[config.mk]
export PLATFORM = sky130hd
export DESIGN_NAME = instr_fetch_responder
export DESIGN_NICKNAME = d
export VERILOG_FILES = /design/src/rtl/instr_fetch_responder.sv
export SDC_FILE = /design/constraint.sdc
export NUM_CORES = 1
export LEC_CHECK = 0
export CORE_MARGIN = 2
export CORE_UTILIZATION = 24
export CTS_BUF_LIST = sky130_fd_sc_hd__clkbuf_8
export DETAILED_ROUTE_END_ITERATION = 10
export PLACE_DENSITY = 0.47
export SYNTH_ARGS = -nofsm -noshare
export SYNTH_HDL_FRONTEND = slang
export SYNTH_SLANG_ARGS = --single-unit
[constraint.sdc]
create_clock -name clock -period 13 [get_ports clock]
set_input_delay 3.9 -clock clock [delete_from_list [all_inputs] [get_ports clock]]
set_output_delay 3.9 -clock clock [all_outputs]
set_load 0.02 [all_outputs]
[src/rtl/instr_fetch_responder.sv]
// Instruction fetch responder: accepts PC fetch requests, reads a synchronous ROM,
// and returns in-order responses (or address faults) through a small FIFO.
module instr_fetch_responder #(
  parameter int DEPTH  = 2,
  parameter int MEM_AW = 16
) (
  input  logic              clock,
  input  logic              reset,
  input  logic              req_valid,
  output logic              req_ready,
  input  logic [63:0]       req_addr,
  output logic              rsp_valid,
  input  logic              rsp_ready,
  output logic [31:0]       rsp_instr,
  output logic [63:0]       rsp_pc,
  output logic              rsp_fault,
  input  logic              flush,
  output logic              mem_en,
  output logic [MEM_AW-1:0] mem_addr,
  input  logic [31:0]       mem_rdata
);
  localparam int PTR_W = $clog2(DEPTH);
  localparam int CNT_W = PTR_W + 1;
  localparam logic [CNT_W:0] DEPTH_OCC = DEPTH[CNT_W:0];

  logic [31:0]      fifo_instr [DEPTH];
  logic [63:0]      fifo_pc    [DEPTH];
  logic             fifo_fault [DEPTH];
  logic [PTR_W-1:0] head;
  logic [PTR_W-1:0] tail;
  logic [CNT_W-1:0] count;

  // One request in flight while the ROM read completes.
  logic             pend;
  logic [63:0]      pend_pc;
  logic             pend_fault;

  logic             legal;
  logic             accept;
  logic             pop;
  logic             write;
  logic [CNT_W:0]   occupancy;

  assign legal     = (req_addr[1:0] == 2'b00) && (req_addr[63:MEM_AW+2] == '0);
  assign occupancy = {1'b0, count} + {{CNT_W{1'b0}}, pend};
  assign rsp_valid = (count != '0);
  assign pop       = rsp_valid && rsp_ready;

  // A same-cycle pop frees a slot, so rsp_ready feeds req_ready combinationally.
  assign req_ready = reset && !flush && ((occupancy < DEPTH_OCC) || pop);
  assign accept    = req_valid && req_ready;
  assign mem_en    = accept && legal;
  assign mem_addr  = req_addr[MEM_AW+1:2];

  // Flush wins over the pending write, so its ROM data is simply dropped.
  assign write     = pend && !flush;

  assign rsp_instr = rsp_valid ? fifo_instr[head] : '0;
  assign rsp_pc    = rsp_valid ? fifo_pc[head]    : '0;
  assign rsp_fault = rsp_valid ? fifo_fault[head] : 1'b0;

  // NOTE: sequential state uses non-blocking assignments so every register
  // samples pre-edge values regardless of block ordering.
  always_ff @(posedge clock or negedge reset) begin
    if (!reset) begin
      pend       <= 1'b0;
      pend_pc    <= '0;
      pend_fault <= 1'b0;
      head       <= '0;
      tail       <= '0;
      count      <= '0;
    end else if (flush) begin
      pend  <= 1'b0;
      head  <= '0;
      tail  <= '0;
      count <= '0;
    end else begin
      pend <= accept;
      if (accept) begin
        pend_pc    <= req_addr;
        pend_fault <= !legal;
      end
      if (write) tail <= tail + 1'b1;
      if (pop)   head <= head + 1'b1;
      unique case ({write, pop})
        2'b10:   count <= count + 1'b1;
        2'b01:   count <= count - 1'b1;
        default: count <= count;
      endcase
    end
  end

  // NOTE: FIFO storage is deliberately not reset; entries are only observed
  // while count covers them, and the outputs are forced to 0 otherwise.
  always_ff @(posedge clock) begin
    if (write) begin
      fifo_instr[tail] <= pend_fault ? 32'h0 : mem_rdata;
      fifo_pc[tail]    <= pend_pc;
      fifo_fault[tail] <= pend_fault;
    end
  end

endmodule

==> results_dict.tcl <==
set metrics [dict create \
    register_area_mm2 0.007581 \
    cts_resized 0 \
    gr-total-overflow 0 \
    start_kind "input port" \
    gp_congestion 0.6775 \
    first_pass_iters 4 \
    die_width_um 213.2 \
    slew_headroom 0.3148 \
    port_buffers 216 \
    leakage_nw 4.886 \
    worstHoldEndpoint "fifo_pc[1][1]$_DFFE_PP_" \
    fillers 4356 \
    crit_path_top_delay_cell "nor4_1" \
    seq_area_frac_synth 0.7216 \
    track_usage 0.1146 \
    reg2reg_depth 5 \
    cts_buffers 47 \
    start_util 0.2432 \
    min_path_cells 0 \
    worstPathCellList "clkdlybuf4s50_1, nor4_1, nand4_1, nor4_2, clkdlybuf4s50_1" \
    ys_types 29 \
    layout-drive-gt1-share 0.1641 \
    final_nets 972 \
    final_cell_mix "clkdlybuf4s50_1 (215), edfxtp_1 (194), nor2_1 (100)" \
    areaGrowthSynthToFinish_pct 34.53 \
    path_max_fanout 2 \
    setup-tns-final_ns 0 \
    synthFlopType "edfxtp_1" \
    cts_tree "built" \
    cts.sinks 264 \
    max_freq_mhz 96.01 \
    core_mm2 0.04317 \
    dieArea_mm2 0.04545 \
    syn_nets 745 \
    cts_max_level 2 \
    dieHeight_um 213.2 \
    postCtsSetupRepairBufs 0 \
    preCtsSetupSlack_ns 2.554 \
    worst-r2r-setup-slack_ns 10.35 \
    worstReg2RegEnd "pend_pc[61]$_DFFE_PN0P_" \
    path_class "in2out" \
    multi_input_area_mm2 0.002634 \
    drt_wl_total_mm 26.00 \
    cts_root_buf "clkbuf_8" \
    worst_hold_path_type "reg2reg" \
    drv_cap 0 \
    ys_async_sr_fraction 0.2652 \
    wl_per_cell_um 17.41 \
    rsz0062_at_grt "false" \
    via_per_inst 3.995 \
    syn_area_per_cell_um2 16.31 \
    tightest_slew_ns 1.028 \
    synth-edff-count 194 \
    fin_crit_sh 0.8012 \
    crit_required_ns 9.10 \
    drt_iter0_markers 177 \
    crit_family "simple AND/OR/NAND/NOR gates" \
    via_count 5965 \
    vdd_drop_max_mv 0.07699 \
    run_status "finished clean" \
    cpMostUsedCell "clkdlybuf4s50_1" \
    path_clk_slew_ns 0.05 \
    antenna_found_initial 3 \
    syn_inst 644 \
    timing.final.ws_setup_ns 2.584 \
    cp.buffers_inverters 2 \
    yosysWarnings 0 \
    fin_total_pwr_mw 1.913 \
    finalMaxSlewViolations 0 \
    grt_pass1_wl_mm 38.05 \
    postCtsHoldBufs 0 \
    clock_path_buffers 3 \
    io_pins 217 \
    final_common_cell "clkdlybuf4s50_1" \
    instances_no_fill 1493 \
    power_density_mw_per_mm2 135.4 \
    insertedDiodeCount 0 \
    min_period_ns 10.42 \
    core.rowCount 76 \
    synth.ff_latch_count 264 \
    arrival_ns 6.52 \
    finClkSkew_ns 0.02782 \
    grt_max_degree 74 \
    dp.cells 1407 \
    clock_latency_ns 0.60 \
    setup_violations 0 \
    synthesis.area_mm2 0.01050 \
    drc 0 \
    holdCritStartpoint "pend_pc[1]$_DFFE_PN0P_" \
    timing.rr.start "pend$_DFF_PN0_" \
    detail-route-antenna-nets 0 \
    grt_pass1_vias 6156 \
    endpoint_kind "primary output" \
    finalHoldViolCount 0 \
    hpwl_mm 15.69 \
    cpPeakStageDelay_ns 0.82 \
]
==> worst max-delay path by stage <==
stage / startpoint / end / slack (ns) / depth (start not counted)
floorplan: flush / fifo_fault[0]$_DFFE_PP_ / 1.33 / 1
global placement: req_addr[18] / mem_en / 2.56 / 5
detailed placement: req_addr[18] / mem_en / 2.55 / 5
CTS: req_addr[18] / mem_en / 2.55 / 5
global route: req_addr[18] / mem_en / 2.44 / 5
finish: req_addr[18] / mem_en / 2.58 / 5
==> layout make-up <==
class / count / share of cell area
inverter: 6 / 0.001594
tap: 585 / 0.05181
clock inverter: 28 / 0.008857
sequential: 264 / 0.5366
timing repair buffer: 226 / 0.1582
multi-input combinational: 326 / 0.1864
clock buffer: 58 / 0.05651
==> stage by stage <==
stage	utilization	hold slack [ns]	instance area, um2
4_1_cts	0.3272	0.4586	14130
3_3_place_gp	0.3058	0.4426	13200
2_1_floorplan	-	0.4366	10500
3_5_place_dp	0.3058	0.4506	13200
5_1_grt	0.3272	0.4760	14130
6_report	0.3272	0.4642	14130
==> state kept, by name (all words and copies together) (netlist names) <==
signal	count
count	2
fifo_fault	2
fifo_instr	64
fifo_pc	128
head	1
pend	1
pend_fault	1
pend_pc	64
tail	1
==> cell usage after synthesis, types with 2 or more instances <==
library cell  count  area share
buf_1             3      0.0011
buf_6             5      0.0054
inv_1             6      0.0021
a21oi_1           2     0.00095
nor4_1           12      0.0071
xnor2_1           2      0.0017
nor2_1          101       0.036
clkbuf_1          9      0.0032
mux2_2           36       0.039
buf_2            15      0.0071
mux2i_1          97       0.092
buf_4            16       0.011
mux2_4           28       0.040
nand4_1           3      0.0018
nor2b_1          32       0.019
o21ai_0           2     0.00095
edfxtp_1        194        0.55
dfrtp_1          70        0.17
==> kinds of logic (layout without fill, tap and decap cells) <==
kind of cell / after synthesis / in the layout / share of synthesized area
flops: 264 / 264 / 0.7216
compound gates: 8 / 8 / 0.005957
mux: 161 / 161 / 0.1711
xor+xnor: 3 / 3 / 0.002503
simple gates: 154 / 154 / 0.06851
buf+inv: 54 / 318 / 0.03038
==> where the power goes <==
part | internal, mW | switching, mW | total (mW)
registers | 0.971 | 0.0325 | 1.00
clock network | 0.403 | 0.345 | 0.747
logic | 0.0959 | 0.0662 | 0.162
==> per-layer routing <==
layer  vias to the layer above  share of wire  global-route usage  wire [um]
met1                      2931           0.44              0.1457      11570
li1                       2803              -                   -          -
met4                         6          0.028             0.04885        731
met2                       170           0.45              0.1763      11680
met5                         -         0.0017                   0         43
met3                        55          0.076             0.04045       1970
(Power assumes the default switching activity.)
